<file path="src/rtl/bstream_pkg.sv">
// Shared types and helpers for the pulse-density bitstream generator.
// Lane phase offsets spread the carries of parallel lanes across the frame.
package bstream_pkg;

  typedef enum logic {IDLE, RUN} bsg_state_t;

  function automatic int unsigned lane_phase(
    input int unsigned k,
    input int unsigned dw,
    input int unsigned lanes
  );
    return ((k << dw) / lanes) & ((32'd1 << dw) - 32'd1);
  endfunction

endpackage

</file>
<file path="src/rtl/bstream_gen_if.sv">
// Value input handshake of the bitstream generator.
// Transfer happens on a rising edge with in_valid && in_ready.
interface bstream_gen_if #(
  parameter int DATA_W = 8
);
  logic              in_valid;
  logic [DATA_W-1:0] in_data;
  logic              in_ready;

  modport master (
    output in_valid,
    output in_data,
    input  in_ready
  );

  modport slave (
    input  in_valid,
    input  in_data,
    output in_ready
  );
endinterface

</file>
<file path="src/rtl/bstream_gen_sd_lane.sv">
// First-order sigma-delta lane: the carry out of acc + value is the sample.
// load presets the phase offset and wins over step.
module sd_lane #(
  parameter int DATA_W = 8
) (
  input  logic              clk,
  input  logic              rst_n,
  input  logic              load,
  input  logic              step,
  input  logic [DATA_W-1:0] phase,
  input  logic [DATA_W-1:0] value,
  output logic              sample
);

  logic [DATA_W-1:0] acc;
  logic [DATA_W:0]   sum;

  assign sum    = {1'b0, acc} + {1'b0, value};
  assign sample = sum[DATA_W];

  always_ff @(posedge clk or negedge rst_n) begin
    if (!rst_n) begin
      acc <= '0;
    end else if (load) begin
      acc <= phase;
    end else if (step) begin
      acc <= sum[DATA_W-1:0];
    end
  end

endmodule

</file>
<file path="src/rtl/bstream_gen.sv">
// Pulse-density bitstream generator: frame FSM, active/pending value
// registers, frame counter and registered output strobes.
module bstream_gen
  import bstream_pkg::*;
#(
  parameter int DATA_W     = 8,
  parameter int LANES      = 2,
  parameter int FRAME_LOG2 = 8
) (
  input  logic             clk,
  input  logic             rst_n,
  input  logic             en,
  bstream_gen_if.slave     src,
  output logic [LANES-1:0] bs_out,
  output logic             bs_valid,
  output logic             frame_start,
  output logic             frame_done
);

  localparam logic [FRAME_LOG2-1:0] CNT_MAX = '1;

  logic [1:0]            rst_sync;
  logic                  rst_i;
  bsg_state_t            state;
  bsg_state_t            state_nx;
  logic [FRAME_LOG2-1:0] cnt;
  logic [DATA_W-1:0]     active;
  logic [DATA_W-1:0]     pend;
  logic                  pend_v;
  logic                  accept;
  logic                  step;
  logic                  frame_end;
  logic                  load;
  logic                  drain;
  logic                  to_pend;
  logic [DATA_W-1:0]     load_val;
  logic [LANES-1:0]      bits;

  // Assert asynchronously, release on a clock edge.
  always_ff @(posedge clk or negedge rst_n) begin
    if (!rst_n) begin
      rst_sync <= '0;
    end else begin
      rst_sync <= {rst_sync[0], 1'b1};
    end
  end

  assign rst_i = rst_sync[1];

  assign src.in_ready = !pend_v;
  assign accept       = src.in_valid && !pend_v;
  assign step         = (state == RUN) && en;
  assign frame_end    = step && (cnt == CNT_MAX);

  always_comb begin
    state_nx = state;
    load     = 1'b0;
    drain    = 1'b0;
    to_pend  = 1'b0;
    load_val = src.in_data;
    unique case (state)
      IDLE: begin
        if (accept) begin
          load     = 1'b1;
          state_nx = RUN;
        end
      end
      RUN: begin
        if (frame_end) begin
          if (pend_v) begin
            load     = 1'b1;
            drain    = 1'b1;
            load_val = pend;
          end else if (accept) begin
            load = 1'b1;
          end else begin
            state_nx = IDLE;
          end
        end else begin
          to_pend = accept;
        end
      end
      default: state_nx = IDLE;
    endcase
  end

  always_ff @(posedge clk or negedge rst_i) begin
    if (!rst_i) begin
      state <= IDLE;
    end else begin
      state <= state_nx;
    end
  end

  always_ff @(posedge clk or negedge rst_i) begin
    if (!rst_i) begin
      active <= '0;
      cnt    <= '0;
      pend   <= '0;
      pend_v <= 1'b0;
    end else begin
      if (load) begin
        active <= load_val;
        cnt    <= '0;
      end else if (step) begin
        cnt <= cnt + 1'b1;
      end
      if (to_pend) begin
        pend   <= src.in_data;
        pend_v <= 1'b1;
      end else if (drain) begin
        pend_v <= 1'b0;
      end
    end
  end

  always_ff @(posedge clk or negedge rst_i) begin
    if (!rst_i) begin
      bs_out      <= '0;
      bs_valid    <= 1'b0;
      frame_start <= 1'b0;
      frame_done  <= 1'b0;
    end else begin
      bs_valid    <= step;
      frame_start <= step && (cnt == '0);
      frame_done  <= frame_end;
      if (step) begin
        bs_out <= bits;
      end else if (state == IDLE) begin
        bs_out <= '0;
      end
    end
  end

  for (genvar k = 0; k < LANES; k++) begin : g_lane
    localparam int unsigned PH_I = lane_phase(k, DATA_W, LANES);
    localparam logic [DATA_W-1:0] PH = PH_I[DATA_W-1:0];
    sd_lane #(
      .DATA_W(DATA_W)
    ) u_lane (
      .clk    (clk),
      .rst_n  (rst_i),
      .load   (load),
      .step   (step),
      .phase  (PH),
      .value  (active),
      .sample (bits[k])
    );
  end

endmodule
</file>
<file path="src/flat_wrapper.sv">
// flat-port wrapper written by rule: the top's interface ports become plain ports
module bstream_gen_flat import bstream_pkg::*;
#(
  parameter int DATA_W     = 8,
  parameter int LANES      = 2,
  parameter int FRAME_LOG2 = 8
)
  (clk, rst_n, en, bs_out, bs_valid, frame_start, frame_done, src_in_valid, src_in_data, src_in_ready);
  bstream_gen_if #(.DATA_W(DATA_W)) src_i ();
  input  logic clk;
  input  logic rst_n;
  input  logic en;
  output logic [LANES-1:0] bs_out;
  output logic bs_valid;
  output logic frame_start;
  output logic frame_done;
  input wire logic [$bits(src_i.in_valid)-1:0] src_in_valid;
  input wire logic [$bits(src_i.in_data)-1:0] src_in_data;
  output wire logic [$bits(src_i.in_ready)-1:0] src_in_ready;
  assign src_i.in_valid = src_in_valid;
  assign src_i.in_data = src_in_data;
  assign src_in_ready = src_i.in_ready;
  bstream_gen #(.DATA_W(DATA_W), .LANES(LANES), .FRAME_LOG2(FRAME_LOG2)) u_core (.clk(clk), .rst_n(rst_n), .en(en), .src(src_i), .bs_out(bs_out), .bs_valid(bs_valid), .frame_start(frame_start), .frame_done(frame_done));
endmodule
</file>
<file path="config.mk">
export PLATFORM = sky130hd
export DESIGN_NAME = bstream_gen_flat
export DESIGN_NICKNAME = d
export VERILOG_FILES = /design/src/rtl/bstream_pkg.sv /design/src/rtl/bstream_gen_if.sv /design/src/rtl/bstream_gen_sd_lane.sv /design/src/rtl/bstream_gen.sv /design/src/flat_wrapper.sv
export SDC_FILE = /design/constraint.sdc
export NUM_CORES = 1
export LEC_CHECK = 0
export ABC_AREA = 1
export CAP_MARGIN = 15
export CORE_UTILIZATION = 50
export CTS_CLUSTER_DIAMETER = 100
export DETAILED_ROUTE_END_ITERATION = 6
export MAX_ROUTING_LAYER = met4
export PLACE_DENSITY = 0.72
export SYNTH_ARGS = -nofsm -noshare
export SYNTH_HDL_FRONTEND = slang
export SYNTH_SLANG_ARGS = --single-unit
export TNS_END_PERCENT = 1
</file>
<file path="constraint.sdc">
create_clock -name clk -period 1.6 [get_ports clk]
set_clock_uncertainty 0.15 [all_clocks]
set_input_delay 0.32 -clock clk [delete_from_list [all_inputs] [get_ports clk]]
set_output_delay 0.32 -clock clk [all_outputs]
set_load 0.02 [all_outputs]
</file>
==> results.txt, run 1 <==
PwrDens -> 1020 nW/µm²
CP delay by family, top -> adder cells
Worst R2R End -> u_core.g_lane[1].u_lane.acc[4]
Die ar. -> 6190 µm²
Initial antenna violation count -> 0
CP Class -> reg2reg
R2R Setup Slk -> -0.18 ns
Final count of hold timing violations -> 0
Most used cell, CP -> nand2_1
Dpl ws -> -0.331 ns
Area Growth Syn to Fin -> 26.4%
Initial core utilization -> 52.8%
Period minus WS final -> 1.78 ns
Port Buffers -> 17
Worst hold path type -> in2async
Final GP Congestion -> 0.865
Final setup fails -> 9
Largest net degree at the start of global routing -> 48
Initial DRC count -> 167
Placed Cells -> 503
Final period util -> 111%
TritonCTS clock tree -> yes
Routed wire length -> 6.64 mm
Via/cell ratio -> 5.05
Max_cap viols -> 0
Sequential area share after synthesis -> 41.7%
Cell count after synthesis -> 379
Cells on worst reg2reg path -> 8
Arrival @ worst endpoint -> 1.83 ns
F_max -> 0.562 GHz
Overall Power -> 3.79 mW
Pins Over Slew Limit -> 0
Yosys warnings -> 0
Detailed-route wire length per cell -> 13.0 µm
Die H -> 78.7 µm
Pre-antenna DRT Iters -> 4
Clock root buffer -> clkbuf_8
Crit path required time -> 1.66 ns
H-tree levels -> 2
RSZ-0062 raised after global routing -> yes
P_leak -> 1.98 nW
Core area -> 5570 µm²
Max clock buf depth -> 2
Worst path cell trace -> ha_2 > fa_2 > nand2_1 > nand2_1 > and2_1 > xor2_1 > nand2_1 > nand2_1
Unique masters post-synth -> 33
Vias in the first global route -> 2478
Synthesized area per cell -> 7.76 µm²
Post-Syn Area -> 2940 µm²
Status -> complete, but fails checks
Antenna-violating nets left -> 0
Global-route wire length before repair -> 11.1 mm
Die X -> 78.7 µm
Slowest-stage cell, CP -> dfrtp_1
Seq cells post-synth -> 49
Non-filler instance count after layout -> 511
Clk_lat worst skew -> 0.31 ns
Synth Net Count -> 411
Critical Path Fanout Max -> 3
CP startpoint kind -> flip-flop
Crit. End Element -> flip-flop
Rows -> 27
Setup WS post-layout -> -0.178 ns
Final core occ -> 66.7%
Worst path buffer plus inverter count -> 0
Worst VDD drop -> 0.000634 V
CTS buffer count -> 5
Reg clk slew, reported paths -> 0.09 ns
Critical Path Max Stage Delay -> 0.41 ns
Layout cell share with drive strength beyond 1 -> 19.4%
Post-CTS Setup Inserts -> 0
Grt ovf -> 0
Clock Sinks -> 49
Final HPWL DP -> 4.93 mm
Ant diodes -> 0
Failing checks -> negative setup slack
DR vias -> 2578
Hold WS -> 0.0135 ns
Io pins -> 18
Nets -> 470
Reg2reg start -> u_core.active[0]
DRC Markers -> 0
Total track usage -> 23.8%
-- Yosys cell counts --
| master | number | area share, % |
|---|---|---|
| a21oi_1 | 9 | 1.5 |
| fa_1 | 2 | 1.4 |
| nor3_1 | 1 | 0.17 |
| nand2_4 | 1 | 0.38 |
| xnor2_1 | 1 | 0.30 |
| buf_4 | 3 | 0.77 |
| o22ai_1 | 4 | 0.85 |
| xor2_1 | 7 | 2.1 |
| nor4_1 | 1 | 0.21 |
| o21ai_1 | 5 | 0.85 |
| nand3_4 | 1 | 0.60 |
| nand2_2 | 4 | 0.85 |
| nand3_2 | 2 | 0.68 |
| nor2_1 | 18 | 2.3 |
| nand3_1 | 25 | 4.3 |
| nand2_1 | 119 | 15 |
| dfrtp_1 | 49 | 42 |
| buf_6 | 2 | 0.77 |
| o21ai_0 | 26 | 4.4 |
| nand4_1 | 3 | 0.64 |
| buf_2 | 1 | 0.17 |
| nor2_2 | 2 | 0.43 |
| inv_2 | 1 | 0.13 |
| ha_1 | 18 | 7.7 |
| inv_1 | 54 | 6.9 |
| o21a_1 | 1 | 0.26 |
| clkinv_1 | 1 | 0.13 |
| o21bai_1 | 3 | 0.77 |
| nor2_4 | 1 | 0.38 |
| conb_1 | 1 | 0.13 |
| nand3b_1 | 10 | 2.6 |
| or2_2 | 2 | 0.43 |
| and2_1 | 1 | 0.21 |
-- timing repair --
item	4_1_cts	5_1_grt
endpoints found under the setup margin	39	45
hold buffers	0	0
pin swaps	1	0
gates resized for setup	17	21
-- cells by family after synthesis --
kind of cell / after synthesis / synth area share (%)
buffers and inverters: 62 / 8.85
DFF: 49 / 41.7
and+or+nand+nor: 191 / 29.3
adders and majority gates: 20 / 9.02
xor gates and xnor gates: 8 / 2.38
AOI/OAI and AO/OA: 48 / 8.68
other: 1 / 0.127
-- state kept, by name, indices dropped and copies added (netlist names) --
register / count
u_core.active: 8
u_core.bs_out: 2
u_core.bs_valid: 1
u_core.cnt: 8
u_core.frame_done: 1
u_core.frame_start: 1
u_core.g_lane.u_lane.acc: 16
u_core.pend: 8
u_core.pend_v: 1
u_core.rst_sync: 2
u_core.state: 1
-- area by class of cell --
type	instances	area [µm²]
timing repair buffer	58	487
multi-input combinational	268	1570
inverter	56	211
clock buffer	5	68.8
tap	72	90.1
fill	479	1860
clock inverter	3	65.1
sequential	49	1230
-- placed cells by master (no fill, tap or decap), drive strengths merged --
master,synthesis,layout
o21a,1,1
nor4,1,1
fa,2,2
and2,1,1
nand2,124,124
conb,1,1
nor3,1,1
clkdlybuf4s50,0,11
dfrtp,49,49
xor2,7,7
bufinv,0,2
clkinv,1,2
nor2,21,21
dlygate4sd2,0,5
xnor2,1,1
inv,55,55
ha,18,18
or2,2,2
clkbuf,0,5
nand3,28,28
buf,6,42
nand4,3,3
o21bai,3,3
nand3b,10,10
a21oi,9,9
o22ai,4,4
o21ai,31,31
-- through the flow --
stage | instance area [µm²] | setup TNS [ns]
floorplan | 2950 | -0.806
global placement | 3480 | -8.34
detailed placement | 3480 | -10.03
CTS | 3640 | -1.14
global route | 3720 | -2.98
finish | 3720 | -1.06
-- layer usage --
layer	global-route usage, %	part of all wire (%)	vias up
met1	30.5	46	1199
met4	7.59	1.4	0
met5	-	0	-
met3	2.99	3.3	9
li1	-	-	1321
met2	39.4	49	49
-- report_power, final --
group | internal (mW) | leakage (nW) | total (mW) | switching [mW]
Clock | 0.621 | 0.0681 | 1.04 | 0.423
Combinational | 0.563 | 1.28 | 1.20 | 0.633
Sequential | 1.42 | 0.635 | 1.55 | 0.138
Total | 2.60 | 1.98 | 3.79 | 1.19
-- worst max-delay path by stage --
stage	slack, ns	depth (start not counted)	to	start
global placement	-0.26	10	u_core.bs_out[0]	u_core.active[0]
finish	-0.18	8	u_core.g_lane[1].u_lane.acc[4]	u_core.active[0]
global route	-0.30	9	u_core.bs_out[1]	u_core.active[0]
CTS	-0.17	8	u_core.g_lane[1].u_lane.acc[4]	u_core.active[0]
detailed placement	-0.33	8	u_core.g_lane[1].u_lane.acc[6]	src_in_valid
floorplan	-0.05	8	u_core.g_lane[1].u_lane.acc[4]	u_core.active[0]
Power figures use the tool's default switching activity.
==> run 2, diff against run 1 <==
--- a/config.mk
+++ b/config.mk
@@ -6,12 +6,13 @@
 export NUM_CORES = 1
 export LEC_CHECK = 0
 export ABC_AREA = 1
-export CAP_MARGIN = 15
+export CAP_MARGIN = 20
 export CORE_UTILIZATION = 50
 export CTS_CLUSTER_DIAMETER = 100
 export DETAILED_ROUTE_END_ITERATION = 6
 export MAX_ROUTING_LAYER = met4
 export PLACE_DENSITY = 0.72
+export SLEW_MARGIN = 20
 export SYNTH_ARGS = -nofsm -noshare
 export SYNTH_HDL_FRONTEND = slang
 export SYNTH_SLANG_ARGS = --single-unit
==> results of run 2 <==
Same layout as run 1: the final DEF is identical, and so are final timing and power.
==> run 3, diff against run 2 <==
--- a/config.mk
+++ b/config.mk
@@ -11,7 +11,7 @@
 export CTS_CLUSTER_DIAMETER = 100
 export DETAILED_ROUTE_END_ITERATION = 6
 export MAX_ROUTING_LAYER = met4
-export PLACE_DENSITY = 0.72
+export PLACE_DENSITY = 0.84
 export SLEW_MARGIN = 20
 export SYNTH_ARGS = -nofsm -noshare
 export SYNTH_HDL_FRONTEND = slang
==> results.txt, run 3 (synthesized netlist as in run 1, its figures left out) <==
Status -> complete, but fails checks
Failing checks -> negative setup slack
Area Growth Syn to Fin -> 25.6%
Number of flip-flops in the largest register -> 16
Final HPWL DP -> 5.11 mm
Fill cells -> 439
Antenna-violating nets left -> 0
Worst path cell trace -> ha_2 > fa_2 > nand2_1 > nand2_1 > and2_1 > xor2_1 > nand2_1 > nand2_1
CP startpoint kind -> flip-flop
Max_cap viols -> 0
Layout cell share with drive strength beyond 1 -> 20.9%
Pre-antenna DRT Iters -> 5
Ant diodes -> 0
Final setup fails -> 19
Reg2reg start -> u_core.active[0]
Final core occ -> 66.3%
Detailed-route wire length per cell -> 14.3 µm
Design area -> 3700 µm²
PwrDens -> 1000 nW/µm²
Final period util -> 111%
Io pins -> 18
TritonCTS clock tree -> yes
Total track usage -> 26.0%
Largest register by flop count -> u_core.g_lane.u_lane.acc
Pins Over Slew Limit -> 0
Final GP Congestion -> 0.871
Vias in the first global route -> 2748
Slowest-stage cell, CP -> dfrtp_1
Hold WS -> 0.0179 ns
Max clock buf depth -> 2
DRC Markers -> 0
Critical Path Max Stage Delay -> 0.42 ns
Rows -> 27
Port Buffers -> 17
Non-filler instance count after layout -> 507
CP delay by family, top -> adder cells
Clk_lat worst skew -> 0.30 ns
Initial DRC count -> 207
CP Class -> reg2reg
P_leak -> 1.96 nW
Crit path required time -> 1.65 ns
Dpl ws -> -0.361 ns
Initial antenna violation count -> 0
CTS buffer count -> 5
Worst VDD drop -> 0.000584 V
Nets -> 466
Die H -> 78.7 µm
RSZ-0062 raised after global routing -> yes
Most used cell, CP -> nand2_1
Via/cell ratio -> 5.54
Hold-fix buffers at CTS -> 0
Final setup TNS -> -1.20 ns
Placed Cells -> 498
Worst hold path type -> in2async
DR vias -> 2807
Initial core utilization -> 52.8%
Most common cell after layout, fill and taps aside -> nand2_1
Worst path buffer plus inverter count -> 0
H-tree levels -> 2
Period minus WS final -> 1.78 ns
Crit. End Element -> flip-flop
Overall Power -> 3.70 mW
Die X -> 78.7 µm
Post-DP Area -> 3450 µm²
Largest net degree at the start of global routing -> 48
Core area -> 5570 µm²
Crit. Startpoint -> u_core.active[0]
Setup WS post-layout -> -0.183 ns
Critical Path Fanout Max -> 3
Die ar. -> 6190 µm²
Clock Sinks -> 49
Grt ovf -> 0
Arrival @ worst endpoint -> 1.83 ns
Clock root buffer -> clkbuf_8
Global-route wire length before repair -> 12.0 mm
Commonest cells after routing, fill and taps aside -> 112 x nand2_1, 52 x inv_1, 45 x dfrtp_1
Reg clk slew, reported paths -> 0.09 ns
F_max -> 0.561 GHz
Final count of hold timing violations -> 0
Routed wire length -> 7.25 mm
[run 3: cell count changes in the layout (fill, tap and decap cells not counted), sizes merged]
| cell | delta |
|---|---|
| clkbuf | +1 |
| bufinv | -1 |
| buf | -4 |
[run 3: what timing repair did]
item	4_1_cts	5_1_grt
gates resized for setup	31	19
buffers inserted	1	0
endpoints found under the setup margin	41	44
pin swaps	3	3
[run 3: final timing paths]
check                                                 end  slack [ns]  cells after the start
max                        u_core.g_lane[1].u_lane.acc[4]       -0.18                      8
min                                    u_core.rst_sync[0]        0.02                      1
max reg2reg                u_core.g_lane[1].u_lane.acc[4]       -0.18                      8
min reg2reg                             u_core.frame_done        0.09                      1
max in group asynchronous                   u_core.pend_v        0.97                      1
min in group clk                       u_core.rst_sync[1]        0.21                      0
[run 3: cell type report]
class                           count  area, µm²  share of cell area, %
Multi-Input combinational cell    268       1590                   43.0
Inverter                           56        211                   5.72
Timing Repair Buffer               54        462                   12.5
Tap cell                           72       90.1                   2.44
Clock inverter                      2       38.8                   1.05
Sequential cell                    49       1230                   33.3
Clock buffer                        6       72.6                   1.96
[run 3: metal layers]
layer / vias to the layer above / part of all wire (%) / GRT usage [%] / wire (µm)
li1: 1312 / - / - / -
met1: 1319 / 41 / 30.0 / 2950
met2: 137 / 48 / 42.3 / 3490
met3: 39 / 6.7 / 5.29 / 486
met4: 0 / 4.5 / 14.6 / 326
met5: - / 0 / - / 0
[run 3: power by group]
group | internal [mW] | leakage [nW] | switching (mW)
Clock | 0.469 | 0.0554 | 0.411
Combinational | 0.572 | 1.27 | 0.680
Sequential | 1.42 | 0.633 | 0.149
